File: config.mk
export PLATFORM = sky130hd
export DESIGN_NAME = freq_div_multi
export DESIGN_NICKNAME = d
export VERILOG_FILES = /design/src/rtl/freq_div_multi.sv
export SDC_FILE = /design/constraint.sdc
export NUM_CORES = 1
export LEC_CHECK = 0
export CAP_MARGIN = 20
export CORE_UTILIZATION = 54
export DETAILED_ROUTE_END_ITERATION = 8
export HOLD_SLACK_MARGIN = 0.1
export PLACE_DENSITY = 0.73
export SLEW_MARGIN = 20
export SYNTH_ARGS = -nofsm -noshare
export SYNTH_HDL_FRONTEND = slang
export SYNTH_SLANG_ARGS = --single-unit
export TNS_END_PERCENT = 5
File: constraint.sdc
create_clock -name clock_50m -period 8.75 [get_ports clock_50m]
set_clock_uncertainty 0.1 [all_clocks]
set_input_delay 2.625 -clock clock_50m [delete_from_list [all_inputs] [get_ports clock_50m]]
set_output_delay 2.625 -clock clock_50m [all_outputs]
set_load 0.02 [all_outputs]
File: src/rtl/freq_div_multi.sv
// Multi-channel programmable frequency divider.
// Each channel divides clock_50m by its own divisor and produces either a
// square wave (high for ceil(D/2) cycles) or a one-cycle pulse, plus a tick
// at the start of each period. A new divisor is staged in a pending register
// and only takes effect at a period boundary, so no period is ever truncated.
// A shared sync strobe forces every enabled channel to restart its period.

module freq_div_multi #(
    parameter int CH          = 4,
    parameter int DIV_W       = 20,
    parameter int DEFAULT_DIV = 500000
) (
    input  logic                clock_50m,
    input  logic                reset,
    input  logic [CH-1:0]       enable,
    input  logic [CH-1:0]       mode,
    input  logic [CH*DIV_W-1:0] divisor,
    input  logic [CH-1:0]       load,
    input  logic                sync,
    output logic [CH-1:0]       clk_out,
    output logic [CH-1:0]       tick
);

    localparam logic [DIV_W-1:0] DEF_D = DIV_W'(DEFAULT_DIV);
    localparam logic [DIV_W-1:0] MIN_D = DIV_W'(2);
    localparam logic [DIV_W-1:0] ONE   = DIV_W'(1);
    localparam logic [DIV_W:0]   ONE_X = (DIV_W+1)'(1);

    for (genvar i = 0; i < CH; i++) begin : g_ch
        logic [DIV_W-1:0] da;        // active divisor
        logic [DIV_W-1:0] dp;        // pending divisor
        logic             p;         // pending divisor waiting for a boundary
        logic [DIV_W-1:0] cnt;       // position within the current period
        logic             clk_q;
        logic             tick_q;

        logic [DIV_W-1:0] slice;
        logic [DIV_W-1:0] clamped;
        logic [DIV_W-1:0] pend_d;
        logic             pend_v;
        logic [DIV_W-1:0] next_da;
        logic             wrap;
        logic [DIV_W-1:0] cnt_next;
        logic [DIV_W-1:0] h_da;
        logic [DIV_W:0]   high_t;

        // Next-state helpers: clamped load value, divisor in force after a
        // boundary (a load on this very edge wins over the stored pending one),
        // and the high time measured against the post-wrap divisor.
        always_comb begin
            slice    = divisor[i*DIV_W +: DIV_W];
            clamped  = (slice < MIN_D) ? MIN_D : slice;
            pend_v   = load[i] | p;
            pend_d   = load[i] ? clamped : dp;
            next_da  = pend_v ? pend_d : da;
            wrap     = (cnt == da - ONE) | sync;
            cnt_next = wrap ? '0 : cnt + ONE;
            h_da     = wrap ? next_da : da;
            // Extra bit so that (D+1) cannot overflow for the largest divisor.
            high_t   = ({1'b0, h_da} + ONE_X) >> 1;
        end

        // Per-channel divider state and registered outputs.
        // NOTE: reset is synchronous and tested first, so it overrides load,
        // sync and enable on the same edge; all state updates are non-blocking.
        always_ff @(posedge clock_50m) begin
            if (reset) begin
                da     <= DEF_D;
                dp     <= DEF_D;
                p      <= 1'b0;
                cnt    <= DEF_D - ONE;
                clk_q  <= 1'b0;
                tick_q <= 1'b0;
            end else if (!enable[i]) begin
                // Idle: adopt any pending divisor now and park the counter on
                // the last count so the first enabled edge starts a new period.
                da     <= next_da;
                dp     <= pend_d;
                p      <= 1'b0;
                cnt    <= next_da - ONE;
                clk_q  <= 1'b0;
                tick_q <= 1'b0;
            end else begin
                cnt    <= cnt_next;
                tick_q <= wrap;
                clk_q  <= mode[i] ? wrap : ({1'b0, cnt_next} < high_t);
                if (wrap) begin
                    da <= next_da;
                    dp <= pend_d;
                    p  <= 1'b0;
                end else if (load[i]) begin
                    dp <= clamped;
                    p  <= 1'b1;
                end
            end
        end

        assign clk_out[i] = clk_q;
        assign tick[i]    = tick_q;
    end

endmodule

Yosys cells after proc, flatten, opt, wreduce, memory -nomap -nowiden

Cells that the tools add are included.

Flip-flop bits (word level): 252
Bits of input ports: 95

$add $sub $neg: 16
Bitwise operators: 12
Eq/ne operators: 4
Multiplexer cells: 32
Reduce and logical (&&, ||, !) cells: 8
Magnitude comparators: 8

Operator list:

| operator              | count |
|---|---|
| $mux 20               | 28 |
| $sub 20x1->20 const B | 8 |
| $add 20x1->21 const B | 4 |
| $add 20x1->20 const B | 4 |
| $eq 20x20->1          | 4 |
| $lt 20x2->1 const B   | 4 |
| $lt 20x20->1          | 4 |
| $reduce_or 3->1       | 4 |
| $or 1x1->1            | 8 |
| $reduce_or 2->1       | 4 |
| $mux 1                | 4 |
| $not 1->1             | 4 |

Logic depth before layout (Yosys ltp)

Gate-level depths: netlist (run 1).

Depth in word-level cells: 8
Depth in mapped cells: 31
Mapped depth without buffers: 28

Least setup slack after synthesis (run 1)

No wires, ideal clock.

Path kind: in2reg
Start point: input load[3]
End point: register g_ch[3].clk_q
Data arrival time: 6.670 ns
Path buffers: 5
Stages: 26
Slack: 1.866 ns
Library setup time: 0.115 ns
Path through: clkbuf_1 > clkbuf_1 > buf_1 > clkbuf_1 > clkbuf_1 > a21oi_1 > mux2i_1 > inv_1 > ha_1 > nand3_1 > nor2_1 > nand2_1 > xor2_1 > nand2_1 > o21ai_0 > ha_1 > a21o_1 > a21o_1 > a21oi_1 > nor2b_1 > o21ai_0 > nand2b_1 > a21oi_1 > nor2b_1 > o31a_1 > a2111oi_0

Word-level cells in the longest chain between the ends: 6
Elaborated cells between the ends (all ways): 7

Ends and longest elaborated chain:

| what                                  | RTL line | source |
|---|---|---|
| from (decl)                           | 18       | `input logic [CH-1:0] load,` |
| $mux 20 or $or 1x1->1 (tied branches) | -        |  |
| $mux 20 (*)                           | 55       | `next_da = pend_v ? pend_d : da;` |
| $mux 20 (*)                           | -        |  |
| $add 20x1->21 (*)                     | 60       | `high_t = ({1'b0, h_da} + ONE_X) >> 1;` |
| $lt 20x20->1 (*)                      | 86       | `clk_q <= mode[i] ? wrap : ({1'b0, cnt_next} < high_t);` |
| $mux 1 (*)                            | 86       |  |
| to (signal assigned)                  | 86       |  |
| to (decl)                             | 34       | `logic clk_q;` |

Every way passes the cells marked *; elsewhere a longest branch is shown, timed or not.
A chain may end at the register's enable or synchronous reset.

Final worst setup path (run 1)

Start point: input divisor[65]
End point: register g_ch[3].clk_q

Word-level cells in the longest chain between the ends: 8

Ends and longest elaborated chain:

| what              | RTL line | source |
|---|---|---|
| from (decl)       | 17       | `input logic [CH*DIV_W-1:0] divisor,` |
| $lt 20x2->1       | 52       | `clamped = (slice < MIN_D) ? MIN_D : slice;` |
| $mux 20 (*)       | 52       |  |
| $mux 20 (*)       | -        |  |
| $mux 20 (*)       | 55       |  |
| $mux 20 (*)       | -        |  |
| $add 20x1->21 (*) | 60       |  |
| $lt 20x20->1 (*)  | 86       |  |
| $mux 1 (*)        | 86       |  |

Marks and branches as above.

==> reports/summary.txt, run 1 <==
=================================================================================
Post-route cell area                                                  23,600 um^2
Initial core utilization                                                    55.3%
Largest stage delay on the critical path                                  0.43 ns
Met1 global-route usage                                                     39.2%
GR met2 Demand/Resource                                                     52.1%
Wire length of the first global-routing pass                           103,000 um
Static leakage                                                            8.83 nW
Overflow left after global routing                                              0
Worst-case headroom to the max-slew limit                                   32.9%
Hold buffer count at cts                                                        0
DRC violations left                                                             0
Row count                                                                      72
Area of placed instances                                              22,600 um^2
Origin of the worst min-delay path                                   g_ch[2].dp[0]$_SDFF_PP0_
Met3 track demand over resource in global routing                           3.43%
Sequential fraction of the synthesis area                                   23.3%
Drt initial violations                                                      1,475
Main flop type after synthesis                                       sky130_fd_sc_hd__dfxtp_1
Post-CTS Resized                                                                0
Clock latency of the later-clocked register in the worst-skew pair        0.59 ns
Number of antenna violations at the first check in global routing               0
Fraction of layout cells with a size suffix above 1                         4.35%
Count of distinct cell types in the synthesized netlist                        85
Final #Nets                                                                 3,109
Number of cell instances on the worst register-to-register path                25
GR peak layer                                                                met2
Critical path class                                                        in2reg
Average instance area after synthesis                                   7.26 um^2
Worst-path clk slew                                                       0.06 ns
Worst hold path depth                                                           2
Setup repair after global routing missed its margin                         false
Routed Antenna Nets                                                             0
Total Die Area                                                        40,900 um^2
Top cells by instance count after synthesis                          sky130_fd_sc_hd__nand2_1, sky130_fd_sc_hd__nor2_1, sky130_fd_sc_hd__dfxtp_1
TritonCTS clock tree                                                          yes
Power Dens Cells                                                      154 nW/um^2
Final routed wirelength across all metal layers                         63,600 um
Synth top area cells                                                 sky130_fd_sc_hd__dfxtp_1, sky130_fd_sc_hd__xnor2_1, sky130_fd_sc_hd__nand2_1
Class of the worst hold path                                              reg2reg
Aggregate negative setup slack                                               0 ns
Proportion of netlist area held by the largest area contributor             23.3%
Core region area                                                      39,100 um^2
Max-slew violation count                                                        0
Die height                                                                 202 um
Fraction of synthesis flops using an asynchronous set or reset pin             0%
Peak supply drop                                                         0.159 mV
Antenna fix cells                                                               0
Maximum count of clock buffers along a single path                              3
Buffers inserted during post-CTS setup optimization                             0
Most frequently used cell type in the post-synthesis netlist         sky130_fd_sc_hd__nand2_1
First-pass detailed-route iteration total                                       5
Maximum number of pins on one net before global-route repair                   74
Final Wtd Congestion                                                        0.926
Destination of the worst hold path                                   g_ch[2].dp[0]$_SDFF_PP0_
Mapped Area                                                           21,600 um^2
Final clock period utilization by the worst path                            83.9%
Result of the run                                                    complete, no violations
Synthesis warning total                                                         0
Critical Path RT                                                          9.12 ns
Final setup violation count                                                     0
Data arrival time of the critical path                                    7.72 ns
Die Width                                                                  202 um
Number of clock sinks seen by CTS                                             252
End of the worst register-to-register path                           g_ch[3].clk_q$_SDFF_PP0_
Synthesized Nets                                                            3,167
Number of global-route vias before repair                                  20,232
Number of vias per cell after detailed routing                               6.05
EDFF count, synth                                                               0
Final hold violations                                                           0
Library cell occupying the most area in the post-synthesis netlist   sky130_fd_sc_hd__dfxtp_1
Number of buffers added by the clock tree synthesis step                       31
Top-level port count                                                          103
Max-cap violations                                                              0
Most frequent cell on the critical path                              sky130_fd_sc_hd__a21o_1
Routed vias                                                                20,918
Critical path startpoint category                                    primary input
Reg-to-reg critical path startpoint                                  g_ch[3].da[5]$_SDFF_PP1_
Total Routing Usage GR                                                      30.5%
Fmax                                                                      136 MHz
Worst path slowest cell                                              sky130_fd_sc_hd__clkdlybuf4s50_1
Half-perimeter wire length of the detailed placement result             47,300 um
Final routed wire length divided by cell count                            18.4 um
CTS root buffer                                                      sky130_fd_sc_hd__clkbuf_16
Total of buffers placed on input and output ports                             102
Number of filler cells placed in the layout                                 3,647
H-Tree Depth                                                                    1
Endpoint class of the critical path                                          flop
Number of standard cells after synthesis                                    2,980
Clock period minus worst slack                                            7.34 ns
Slew of the pin with the lowest slew margin                               1.01 ns
Setup slack of the worst register-to-register path                        2.21 ns
Area growth from synthesis to final layout                                  9.10%
Number of synthesized register bits                                           252
Peak fanout along the critical path                                             5
=================================================================================
==> where the power goes <==
group	switching (W)	internal [W]	leakage [nW]
registers	0.000143	0.00123	2.09
logic	0.000552	0.000403	6.25
clock network	0.000525	0.000794	0.495
==> layer usage <==
metal / up-vias / wire length [um] / part of all wire (%)
li1: 10265 / - / -
met2: 601 / 30400 / 48
met4: 0 / 2000 / 3.2
met3: 141 / 3470 / 5.5
met1: 9911 / 27700 / 44
met5: - / 0 / 0
==> critical path, delay by kind of cell <==
| family | cells | cell delay, ns |
|---|---|---|
| AO/OA/AOI/OAI | 9 | 1.72 |
| buffers and inverters | 2 | 0.61 |
| adder cells (fa/ha/maj) | 2 | 0.55 |
| AND/OR/NAND/NOR | 10 | 1.56 |
| XOR/XNOR | 1 | 0.23 |
| multiplexers | 1 | 0.42 |
==> layout by cell type, fill, tap and decap left out, types with 7 or more instances in the layout <==
master,n
sky130_fd_sc_hd__nand2_1,404
sky130_fd_sc_hd__nor2_1,284
sky130_fd_sc_hd__dfxtp_1,251
sky130_fd_sc_hd__xnor2_1,215
sky130_fd_sc_hd__a21oi_1,199
sky130_fd_sc_hd__nand3_1,159
sky130_fd_sc_hd__mux2i_1,145
sky130_fd_sc_hd__xor2_1,126
sky130_fd_sc_hd__o21ai_0,118
sky130_fd_sc_hd__clkdlybuf4s50_1,100
sky130_fd_sc_hd__ha_1,92
sky130_fd_sc_hd__nor3_1,73
sky130_fd_sc_hd__nand4_1,61
sky130_fd_sc_hd__inv_1,60
sky130_fd_sc_hd__and2_1,48
sky130_fd_sc_hd__nor4_1,47
sky130_fd_sc_hd__or3_1,40
sky130_fd_sc_hd__and3_1,40
sky130_fd_sc_hd__o21ai_1,39
sky130_fd_sc_hd__nand2b_1,39
sky130_fd_sc_hd__nor2b_1,34
sky130_fd_sc_hd__o211ai_1,33
sky130_fd_sc_hd__clkbuf_16,31
sky130_fd_sc_hd__o21a_1,29
sky130_fd_sc_hd__buf_4,26
sky130_fd_sc_hd__a21o_1,20
sky130_fd_sc_hd__or4_1,16
sky130_fd_sc_hd__or2_2,14
sky130_fd_sc_hd__a211oi_1,13
sky130_fd_sc_hd__mux2_2,11
sky130_fd_sc_hd__nor3b_1,10
sky130_fd_sc_hd__nand3b_1,10
sky130_fd_sc_hd__a31oi_1,10
sky130_fd_sc_hd__o31ai_1,9
sky130_fd_sc_hd__nand4b_1,7
sky130_fd_sc_hd__a2111oi_0,7
sky130_fd_sc_hd__clkbuf_1,7
==> sequential cells by signal (all words and copies together) (netlist names) <==
register and count:
g_ch.da 80, g_ch.tick_q 4, g_ch.clk_q 4, g_ch.p 4
g_ch.dp 80, g_ch.cnt 80
==> cell families (layout without fill, tap and decap cells) <==
kind of cell / after synthesis / count (layout) / share of synthesized area, %
and+or+nand+nor: 1317 / 1317 / 29.7
muxes: 158 / 158 / 7.40
AOI/OAI and AO/OA: 538 / 538 / 15.0
xor gates and xnor gates: 341 / 341 / 13.8
buffers and inverters: 282 / 244 / 5.44
DFF: 252 / 252 / 23.3
adders and majority gates: 92 / 92 / 5.32
==> cell type report <==
class / instances / area (um^2) / area share [%]
Multi-Input combinational cell: 2446 / 15400 / 65.5
Clock inverter: 11 / 160 / 0.679
Inverter: 64 / 241 / 1.02
Timing Repair Buffer: 127 / 1200 / 5.09
Tap cell: 518 / 648 / 2.75
Sequential cell: 252 / 5050 / 21.4
Clock buffer: 42 / 857 / 3.63
==> per-stage QoR <==
step	worst slack, ns	cells	util [%]	power [W]	hold WS, ns
after global routing	0.786	3460	60.4	0.00382	0.386
after global placement	1.04	3407	57.8	0.00230	0.343
after detailed placement	0.886	3407	57.8	0.00233	0.352
after floorplan	1.87	2980	-	0.00206	0.333
after CTS	1.46	3460	60.4	0.00365	0.365
final	1.41	3460	60.4	0.00365	0.365
==> how the worst max path moves through the flow <==
stage	start	endpoint	slack (ns)	cells past startpoint
2_1_floorplan	load[3]	g_ch[3].clk_q$_SDFF_PP0_	1.87	26
3_3_place_gp	divisor[28]	g_ch[1].clk_q$_SDFF_PP0_	1.04	23
3_5_place_dp	divisor[72]	g_ch[3].clk_q$_SDFF_PP0_	0.89	25
4_1_cts	divisor[72]	g_ch[3].clk_q$_SDFF_PP0_	1.46	25
5_1_grt	divisor[65]	g_ch[3].clk_q$_SDFF_PP0_	0.79	25
6_report	divisor[65]	g_ch[3].clk_q$_SDFF_PP0_	1.41	25
Power figures use the tool's default switching activity.
==> inputs of run 2 (changes only) <==
clock period = 7.4 ns   (was 8.75 ns; I/O delays follow)
==> run 2 against run 1 <==
Net effect: worst setup slack lost 0.75 ns; power rose by 14%; routed wire length decreased by 1.7%; combinational power up 18%; cell count is 0.40% higher; register-to-register slack worse by 1.3 ns; clock power up 5%; non-clock buffer count rose by 20; critical path depth decreased by 1; core utilization increased by 0.083 points; critical path type unchanged; largest power group unchanged; highest routed layer unchanged.
==> reports/summary.txt, run 2 (synthesis results as in run 1) <==
=================================================================================
Result of the run                                                    complete, no violations
Endpoint class of the critical path                                          flop
Worst-path clk slew                                                       0.06 ns   about the same
Power Dens Cells                                                      175 nW/um^2   +13%
Final hold violations                                                           0   unchanged
Die height                                                                 202 um   unchanged
End of the worst register-to-register path                           g_ch[2].clk_q$_SDFF_PP0_
Initial core utilization                                                    55.3%   unchanged
GR met2 Demand/Resource                                                     51.3%   -0.77 points
Critical path class                                                        in2reg
Switching component of the power                                        0.00139 W   +14%
Static leakage                                                            8.88 nW   +0.56%
Peak fanout along the critical path                                             5   unchanged
Top-level port count                                                          103   unchanged
Number of global-route vias before repair                                  19,845   -1.9%
Overflow left after global routing                                              0   unchanged
Final clock period utilization by the worst path                            91.2%
Die Width                                                                  202 um   unchanged
Final #Nets                                                                 3,127   +0.58%
Half-perimeter wire length of the detailed placement result             46,700 um   -1.3%
Share of total power in sequential cells                                    39.2%   +1.5 points
Biggest regs                                                         g_ch.cnt (80), g_ch.da (80), g_ch.dp (80)
Maximum number of pins on one net before global-route repair                   92   +24%
Crit. Startpoint                                                      divisor[65]
Number of filler cells placed in the layout                                 3,647   unchanged
Most frequent cells in the layout                                    sky130_fd_sc_hd__nand2_1, sky130_fd_sc_hd__nor2_1, sky130_fd_sc_hd__dfxtp_1, sky130_fd_sc_hd__xnor2_1, sky130_fd_sc_hd__a21oi_1
Area of combinational cells with multiple inputs                      15,400 um^2   about the same
Number of clock sinks seen by CTS                                             252   unchanged
Total Routing Usage GR                                                      29.6%   -0.88 points
Total Die Area                                                        40,900 um^2   unchanged
Hold buffer count at cts                                                        0   unchanged
Antenna fix cells                                                               0   unchanged
H-Tree Depth                                                                    1   unchanged
GR peak layer                                                                met2
Number of antenna violations at the first check in global routing               0   unchanged
Setup slack of the worst register-to-register path                        0.95 ns   -1.26 ns
Logic depth of the worst setup path including buffers                          24   -4.0%
Fmax                                                                      148 MHz
Most frequent cell on the critical path                              sky130_fd_sc_hd__a21o_1
Clock period minus worst slack                                            6.75 ns
Drt initial violations                                                      1,592   +7.9%
Clock network fraction of total power                                       33.6%   -2.6 points
Peak supply drop                                                         0.195 mV   +23%
Worst path slowest cell                                              sky130_fd_sc_hd__clkdlybuf4s50_1
Routed vias                                                                20,911   -0.033%
Routed Antenna Nets                                                             0   unchanged
Final routed wire length divided by cell count                            18.0 um   -2.1%
Critical-path cell list                                              clkdlybuf4s50_1, nor4_1, nand4_1, nor4_1, a21boi_0, o21ai_0, ha_1, nand3_1, nor2_1, nand2_1, mux2i_1, nand2_1, xnor2_1, ha_1, a21o_1, a21o_1, a21o_1, a21oi_1, nor2b_1, o21ai_0, nand2b_1, a21oi_1, nor2_1, a2111oi_0
Setup repair after global routing missed its margin                         false
Cell class contributing the biggest share of worst-path delay        compound AO/OA/AOI/OAI gates
Post-CTS Resized                                                                0   unchanged
Switching power share of the total                                          33.6%   +0.18 points
Number of vias per cell after detailed routing                               6.02   -0.44%
Total instance count after detailed placement                               3,427   +0.59%
Area growth from synthesis to final layout                                  9.25%
Clock latency of the later-clocked register in the worst-skew pair        0.57 ns   -0.02 ns
Largest stage delay on the critical path                                  0.42 ns   about the same
Sequential cell area in the final layout                                5050 um^2   unchanged
Slew of the pin with the lowest slew margin                              0.996 ns   -0.00938 ns
Total of buffers placed on input and output ports                             102   unchanged
Number of buffers added by the clock tree synthesis step                       29   -6.5%
Core region area                                                      39,100 um^2   unchanged
Aggregate negative setup slack                                               0 ns   unchanged
Met1 global-route usage                                                     37.6%   -1.7 points
Worst-case headroom to the max-slew limit                                   33.4%   +0.49 points
Final Wtd Congestion                                                        0.971   +4.8%
Final routed wirelength across all metal layers                         62,500 um   -1.7%
Max-slew violation count                                                        0   unchanged
Fraction of layout cells with a size suffix above 1                         4.77%   +0.42 points
Class of the worst hold path                                              reg2reg
Final setup violation count                                                     0   unchanged
Most common cell after layout, fill and taps aside                   sky130_fd_sc_hd__nand2_1
Met3 track demand over resource in global routing                           3.37%   -0.064 points
Total internal power                                                    0.00275 W   +13%
Wire length of the first global-routing pass                           100,000 um   -2.9%
DRC violations left                                                             0   unchanged
CTS root buffer                                                      sky130_fd_sc_hd__clkbuf_16
TritonCTS clock tree                                                          yes
Data arrival time of the critical path                                    7.10 ns   -0.62 ns
Critical path startpoint category                                    primary input
Row count                                                                      72   unchanged
Bufs and invs on worst path                                                     1   -1
Setup crit end                                                       g_ch[3].clk_q$_SDFF_PP0_
Number of cells in the finished layout apart from fillers                   3,474   +0.40%
Maximum count of clock buffers along a single path                              3   unchanged
Reg-to-reg critical path startpoint                                  g_ch[2].da[0]$_SDFF_PP0_
Max-cap violations                                                              0   unchanged
First-pass detailed-route iteration total                                       6   +1
Number of cell instances on the worst register-to-register path                22   -12%
Buffers inserted during post-CTS setup optimization                             0   unchanged
Combinational share of power                                                27.3%   +1.1 points
Critical Path RT                                                          7.76 ns   -1.36 ns
=================================================================================
run 2: cell types whose count changed in the layout (fill, tap and decap cells not counted):
cell,change
sky130_fd_sc_hd__bufinv_16,-3
sky130_fd_sc_hd__clkbuf_16,-2
sky130_fd_sc_hd__nor4_2,-1
sky130_fd_sc_hd__clkinvlp_4,-2
sky130_fd_sc_hd__clkbuf_8,+3
sky130_fd_sc_hd__nor4_1,+1
sky130_fd_sc_hd__buf_12,+1
sky130_fd_sc_hd__buf_4,+19
sky130_fd_sc_hd__clkinv_2,-2
run 2: worst min path at each step:
stage	start	to	slack, ns	cells past startpoint
finish	g_ch[2].dp[13]$_SDFF_PP1_	g_ch[2].dp[13]$_SDFF_PP1_	0.37	1
global route	g_ch[1].dp[14]$_SDFF_PP0_	g_ch[1].dp[14]$_SDFF_PP0_	0.38	2
CTS	g_ch[2].dp[0]$_SDFF_PP0_	g_ch[2].dp[0]$_SDFF_PP0_	0.36	2
detailed placement	g_ch[2].dp[13]$_SDFF_PP1_	g_ch[2].dp[13]$_SDFF_PP1_	0.35	1
global placement	g_ch[2].dp[13]$_SDFF_PP1_	g_ch[2].dp[13]$_SDFF_PP1_	0.34	1
floorplan	g_ch[2].dp[13]$_SDFF_PP1_	g_ch[2].dp[13]$_SDFF_PP1_	0.33	1
run 2: worst register-to-register path: cells and delay by family (launching register included):
kind / cells / cell delay [ns]
AND/OR/NAND/NOR: 9 / 2.40
AO/OA/AOI/OAI: 5 / 1.84
adder cells (fa/ha/maj): 3 / 0.79
flip-flops: 1 / 0.38
multiplexers: 2 / 0.34
XOR/XNOR: 2 / 0.32
buffers and inverters: 1 / 0.16
run 2: power groups by stage:
stage | Sequential, W | Clock, W | Combinational, W
after floorplan | 0.00154 | 0 | 0.000896
after global placement | 0.00164 | 0 | 0.00108
after detailed placement | 0.00165 | 0 | 0.00111
after CTS | 0.00162 | 0.00141 | 0.00112
after global routing | 0.00164 | 0.00148 | 0.00125
final | 0.00162 | 0.00139 | 0.00113
run 2: final cells by class:
type / instances / share of cell area (%)
Clock buffer: 43 / 3.59
Inverter: 64 / 1.02
Multi-Input combinational cell: 2446 / 65.3
Sequential cell: 252 / 21.3
Clock inverter: 4 / 0.191
Tap cell: 518 / 2.74
Timing Repair Buffer: 147 / 5.77
run 2: through the flow:
step	cell area (um^2)	setup WS (ns)	utilization, %	hold WS (ns)	total power [W]
floorplan	21600	0.921	-	0.333	0.00244
global placement	22700	0.220	58.2	0.342	0.00272
detailed placement	22700	0.193	58.2	0.353	0.00276
CTS	23600	0.740	60.5	0.364	0.00415
global route	23600	0.119	60.5	0.381	0.00436
finish	23600	0.652	60.5	0.365	0.00414
run 2: layer usage:
metal  share of wire (%)  wire length (um)
met1                  43             27100
met4                 3.2              2010
met2                  48             30000
met3                 5.5              3450
met5                   0                 0
